[src/rtl/cdc_handshake_tx.sv]
// Source side of a four-phase req/ack crossing: latches a word, raises a level
// request, and waits for the re-synchronised acknowledge to rise and then fall.
module cdc_handshake_tx #(
  parameter int DATA_WIDTH  = 8,
  parameter int SYNC_STAGES = 2
) (
  input  logic                  CLK,
  input  logic                  RST,
  input  logic [DATA_WIDTH-1:0] InData,
  input  logic                  InValid,
  output logic                  InReady,
  output logic [DATA_WIDTH-1:0] TxData,
  output logic                  TxReq,
  input  logic                  TxAck,
  output logic                  Done
);

  typedef enum logic [1:0] {
    IDLE,
    REQ_HI,
    ACK_WAIT_LO
  } state_t;

  generate
    if (SYNC_STAGES < 2 || SYNC_STAGES > 4) begin : g_bad_stages
      $error("cdc_handshake_tx: SYNC_STAGES must be 2..4");
    end
  endgenerate

  state_t                  state_q, state_d;
  logic [DATA_WIDTH-1:0]   data_q, data_d;
  logic                    req_q, req_d;
  logic                    done_q, done_d;
  logic [SYNC_STAGES-1:0]  sync_q;
  logic                    ack_s;
  logic                    accept;

  // Acknowledge is asynchronous to CLK; only the last stage is ever looked at.
  genvar gi;
  generate
    for (gi = 0; gi < SYNC_STAGES; gi++) begin : g_sync
      if (gi == 0) begin : g_first
        always_ff @(posedge CLK or negedge RST) begin
          if (!RST) sync_q[gi] <= 1'b0;
          else      sync_q[gi] <= TxAck;
        end
      end else begin : g_rest
        always_ff @(posedge CLK or negedge RST) begin
          if (!RST) sync_q[gi] <= 1'b0;
          else      sync_q[gi] <= sync_q[gi-1];
        end
      end
    end
  endgenerate

  assign ack_s   = sync_q[SYNC_STAGES-1];
  assign InReady = (state_q == IDLE) && !ack_s;
  assign accept  = InValid && InReady;

  always_ff @(posedge CLK or negedge RST) begin
    if (!RST) begin
      state_q <= IDLE;
      data_q  <= '0;
      req_q   <= 1'b0;
      done_q  <= 1'b0;
    end else begin
      state_q <= state_d;
      data_q  <= data_d;
      req_q   <= req_d;
      done_q  <= done_d;
    end
  end

  always_comb begin
    state_d = state_q;
    data_d  = data_q;
    req_d   = req_q;
    done_d  = 1'b0;
    case (state_q)
      IDLE: begin
        if (accept) begin
          data_d  = InData;
          req_d   = 1'b1;
          state_d = REQ_HI;
        end
      end
      REQ_HI: begin
        if (ack_s) begin
          req_d   = 1'b0;
          state_d = ACK_WAIT_LO;
        end
      end
      ACK_WAIT_LO: begin
        // Completion only once the destination has released its acknowledge.
        if (!ack_s) begin
          done_d  = 1'b1;
          state_d = IDLE;
        end
      end
      default: begin
        req_d   = 1'b0;
        state_d = IDLE;
      end
    endcase
  end

  assign TxData = data_q;
  assign TxReq  = req_q;
  assign Done   = done_q;

endmodule

[config.mk]
export PLATFORM = sky130hd
export DESIGN_NAME = cdc_handshake_tx
export DESIGN_NICKNAME = d
export VERILOG_FILES = /design/src/rtl/cdc_handshake_tx.sv
export SDC_FILE = /design/constraint.sdc
export NUM_CORES = 1
export LEC_CHECK = 0
export CAP_MARGIN = 20
export CORE_MARGIN = 3
export CORE_UTILIZATION = 39
export DETAILED_ROUTE_END_ITERATION = 6
export GPL_ROUTABILITY_DRIVEN = 0
export PLACE_DENSITY_LB_ADDON = 0.3
export SYNTH_ARGS = -nofsm -noshare
export SYNTH_HDL_FRONTEND = slang
export SYNTH_SLANG_ARGS = --single-unit
[constraint.sdc]
create_clock -name CLK -period 1.8 [get_ports CLK]
set_input_delay 0.36 -clock CLK [delete_from_list [all_inputs] [get_ports CLK]]
set_output_delay 0.36 -clock CLK [all_outputs]
set_load 0.005 [all_outputs]
; Word-level counts from Yosys, hierarchy flattened
; Cells that the tools add are included.
[word_totals]
wordCells = 28
inputBits = 12
regBits = 14
out_inout_bits = 11
[op_classes]
eq_ne = 5
muxes = 9
n_reduce_logical = 7
n_bitwise = 1
[op_table]
columns = operator, count
row1 = 2-bit 2-to-1 mux, 3
row2 = "2-bit inequality test, second input constant", 3
row3 = 2-bit one-hot mux with 3 select lines, 1
row4 = 3-bit AND reduction, 2
row5 = 1-bit 2-to-1 mux, 4
row6 = 1-bit one-hot mux with 3 select lines, 1
row7 = "2-bit by 1-bit == test with 1-bit output, second input constant", 1
row8 = "2-bit == test, second input constant", 1
row9 = 1-bit logical AND, 2
row10 = 2-bit logical NOT, 1
row11 = 2-bit AND reduction, 1
row12 = 1-bit logical NOT, 1
row13 = 1-bit NOT, 1

; Depth between registers and ports, before layout
; Gate-level depths: netlist (run 1).
[logic_depth]
ltp_word = 5
ltp_mapped = 4
mapped_depth_nobuf = 3

; Worst setup path before layout (run 1)
; Ideal clock, no wire load.
[synth_timing]
kind = flip-flop to flip-flop
startpoint = register state_q[0]
endpoint = register data_q[0] (netlist: TxData[0])
slack_ns = 0.372
stages_incl_launch_ff = 4
required_time_ns = 1.675
n_path_buf = 1
setup_time_ns = 0.125
period_less_slack_ns = 1.428
arrival_ns = 1.303
path_cell_list = dfrtp_1 -> buf_6 -> nor4b_4 -> mux2_2
[synth_via]
elab_chain_len = 4
[synth_lines]
columns = element, line
row1 = from (decl), 30  ; state_t state_q, state_d;
row2 = from (signal assigned), 67  ; state_q <= state_d;
row3 = 2-bit logical NOT (*), "57, 79"
row4 = 1-bit logical AND, 57  ; assign InReady = (state_q == IDLE) && !ack_s;
row5 = 1-bit logical AND, 58  ; assign accept = InValid && InReady;
row6 = 2-bit AND reduction (no line) (*), n/a
row7 = to (signal assigned), 68  ; data_q <= data_d;
row8 = to (decl), 31  ; logic [DATA_WIDTH-1:0] data_q, data_d;
; Every way passes the cells marked *; elsewhere a longest branch is shown, timed or not.
; A chain may end at the register's enable or synchronous reset.

; Worst setup path in the final report (run 1)
[layout_timing]
startpoint = register sync_q[1] (netlist: ack_s)
endpoint = output InReady
[layout_via]
elab_chain_len = 2
[layout_lines]
columns = element, line
row1 = from (decl), 34  ; logic [SYNC_STAGES-1:0] sync_q;
row2 = "from (signal, indexed assignment)", 50  ; else sync_q[gi] <= sync_q[gi-1];
row3 = 1-bit logical NOT, n/a
row4 = 1-bit logical AND, 57
row5 = to (decl), 11  ; output logic InReady,
; No other way between the ends.

==> results.tsv, run 1 <==
metric	value	unit
fin_crit_sh	0.9490	
n_antenna_cell	0	
hold_slack	353.2	ps
crit_fanout	5	
synth_area_leaders	dfrtp_1 (66%), mux2_2 (17%), nor4b_4 (4.5%)	
finalNonFillerCells	77	
status	finished clean	
drv_slew	0	
cts_hold_buf	0	
coreArea	1186	um^2
max_freq	585.4	MHz
syn_inst	34	
grt_pass1_wl	1.635	mm
worstHoldStart	sync_q[0]	
synth.yosys.seq_area_share	0.6573	
hold_depth	0	
syn_avg_cell_area	15.68	um^2
overflow	0	
antenna_left	0	
synth_seq_cells	14	
die-area	1846	um^2
synth_top_area_cell	dfrtp_1	
hpwlAfterDp	820.2	um
hold_viol_final	0	
setup_viol	0	
clock_latency	270	ps
power_density	1098	nW/um^2
numCtsBuffers	3	
yosys_warnings	0	
arrival	1350	ps
tightest_slew	581.8	ps
root_buffer	clkbuf_4	
die_h	42.97	um
r2r_end	TxData[6]	
drt-initial-drc-count	2	
period_needed	1708	ps
nNetsFinal	76	
wire_per_inst	13.68	um
h-tree-depth	1	
cp-end-kind	output port	
min_delay_worst_endpoint	ack_s	
cts_tree	done	
dp.cells	72	
track_usage	0.1232	
vias	364	
cts.path.max_buffers	2	
worstSetupPathType	flip-flop to output port	
synthToLayoutAreaGrowth	55.16	%
hp-class	flip-flop to flip-flop	
num_io_pins	23	
io_buffers	22	
yosys.area.top_type_share	0.6573	
layout_setup_ws	91.83	ps
placed_area	782.0	um^2
max_slew_margin	0.6109	
worst_ir_drop_vdd	0.6028	mV
wl	1.053	mm
yosysUniqueCellTypes	12	
initial_utilization	0.4494	
design_area	827.0	um^2
cap_violations	0	
start_kind	flip-flop	
crit_required	1440	ps
vias_per_cell	4.727	
r2r_slack	340	ps
r2r_start	state_q[1]	
fin_skew	3.117	ps
drive_gt1_frac	0.2857	
reg2reg_depth	4	
synth_area	533.0	um^2
grt_pass1_vias	383	
rows	12	
synth.net_count	46	
drc	0	
cp-startpoint	ack_s	
first_pass_iters	4	
antenna_found_initial	0	
p_leak	0.3590	nW
final_core_util	0.6973	
die_w	42.97	um
cts.sinks	14	
grt_start_max_net_pins	15	
clk_pin_slew	80	ps
place_ws	77.58	ps
-- sequential cells by signal, summed over array words and instances (netlist names) --
signal	count
TxData	8
state_q	2
Done	1
TxReq	1
ack_s	1
sync_q	1
-- report_power, final --
group	switching [W]	total, W	internal (W)
logic	0.0000805	0.000271	0.000190
clock network	0.0000950	0.000218	0.000123
registers	0.0000380	0.000420	0.000382
total	0.000213	0.000908	0.000695
-- cells in the mapped netlist --
library cell	number
and2_1	1
nor3_1	2
a21oi_1	1
xor2_1	1
buf_6	1
nor4b_4	1
nor2_1	1
mux2_2	8
inv_1	2
o32ai_1	1
dfrtp_1	14
nor3b_1	1
-- critical path: stages, from the launching register on --
cell and delay, ps:
dfrtp_2 430, nor3_1 130, clkdlybuf4s50_1 520
-- what timing repair did --
item / 4_1_cts / 5_1_grt
resized for setup: 0 / 1
setup endpoints to repair: 0 / 1
setup buffers: 0 / 1
endpoints found under the hold margin: 0 / 0
-- through the flow --
stage | TNS [ps] | power, W
final | 0 | 0.0009085
after global routing | -6.968 | 0.0009559
after CTS | 0 | 0.0009186
after detailed placement | 0 | 0.0006990
after global placement | 0 | 0.0006876
after floorplan | 0 | 0.0005161
-- metal layers --
| metal | vias to the layer above | global-route usage | share of wire |
|---|---|---|---|
| met5 | - | 0 | 0 |
| li1 | 177 | - | - |
| met4 | 0 | 0.05422 | 0 |
| met3 | 0 | 0.02542 | 0.070 |
| met1 | 170 | 0.1676 | 0.44 |
| met2 | 17 | 0.1886 | 0.48 |
-- placed cells by master, fill, tap and decap left out --
master and instances:
clkdlybuf4s50_1 22, dfrtp_1 13, and2_1 1, nor3_1 2, mux2_2 8, buf_4 4, xor2_1 1, o32ai_1 1
clkbuf_8 1, dfrtp_2 1, inv_1 2, nor3b_1 1, nor2_1 1, nor4b_4 1, clkbuf_4 3, a21oi_1 1
-- worst max-delay path by stage --
stage / cells past startpoint / slack [ps] / end
2_1_floorplan: 3 / 370 / TxData[0]
3_3_place_gp: 4 / 100 / TxData[5]
3_5_place_dp: 4 / 80 / TxData[6]
4_1_cts: 2 / 20 / InReady
5_1_grt: 2 / -7 / InReady
6_report: 2 / 90 / InReady
-- cells by family (layout without fill, tap and decap cells) --
logic type,after synthesis,count (layout),synth area share
and+or+nand+nor,6,6,0.09625
muxes,8,8,0.1690
DFF,14,14,0.6573
AOI/OAI and AO/OA,2,2,0.02582
xor gates and xnor gates,1,1,0.01643
buffers and inverters,3,32,0.03522
-- cell type report --
type / count / area, um^2
Inverter: 2 / 7.507
Clock buffer: 4 / 36.28
Multi-Input combinational cell: 17 / 163.9
Tap cell: 14 / 17.52
Timing Repair Buffer: 26 / 250.2
Fill cell: 89 / 359.1
Sequential cell: 14 / 351.6
No activity file was read; power rests on OpenSTA's default activity.
==> run 2: changes to the inputs <==
ABC_CLOCK_PERIOD_IN_PS = 1800   (was unset)
==> results of run 2 <==
Final layout, timing and power as in run 1 (identical DEF).
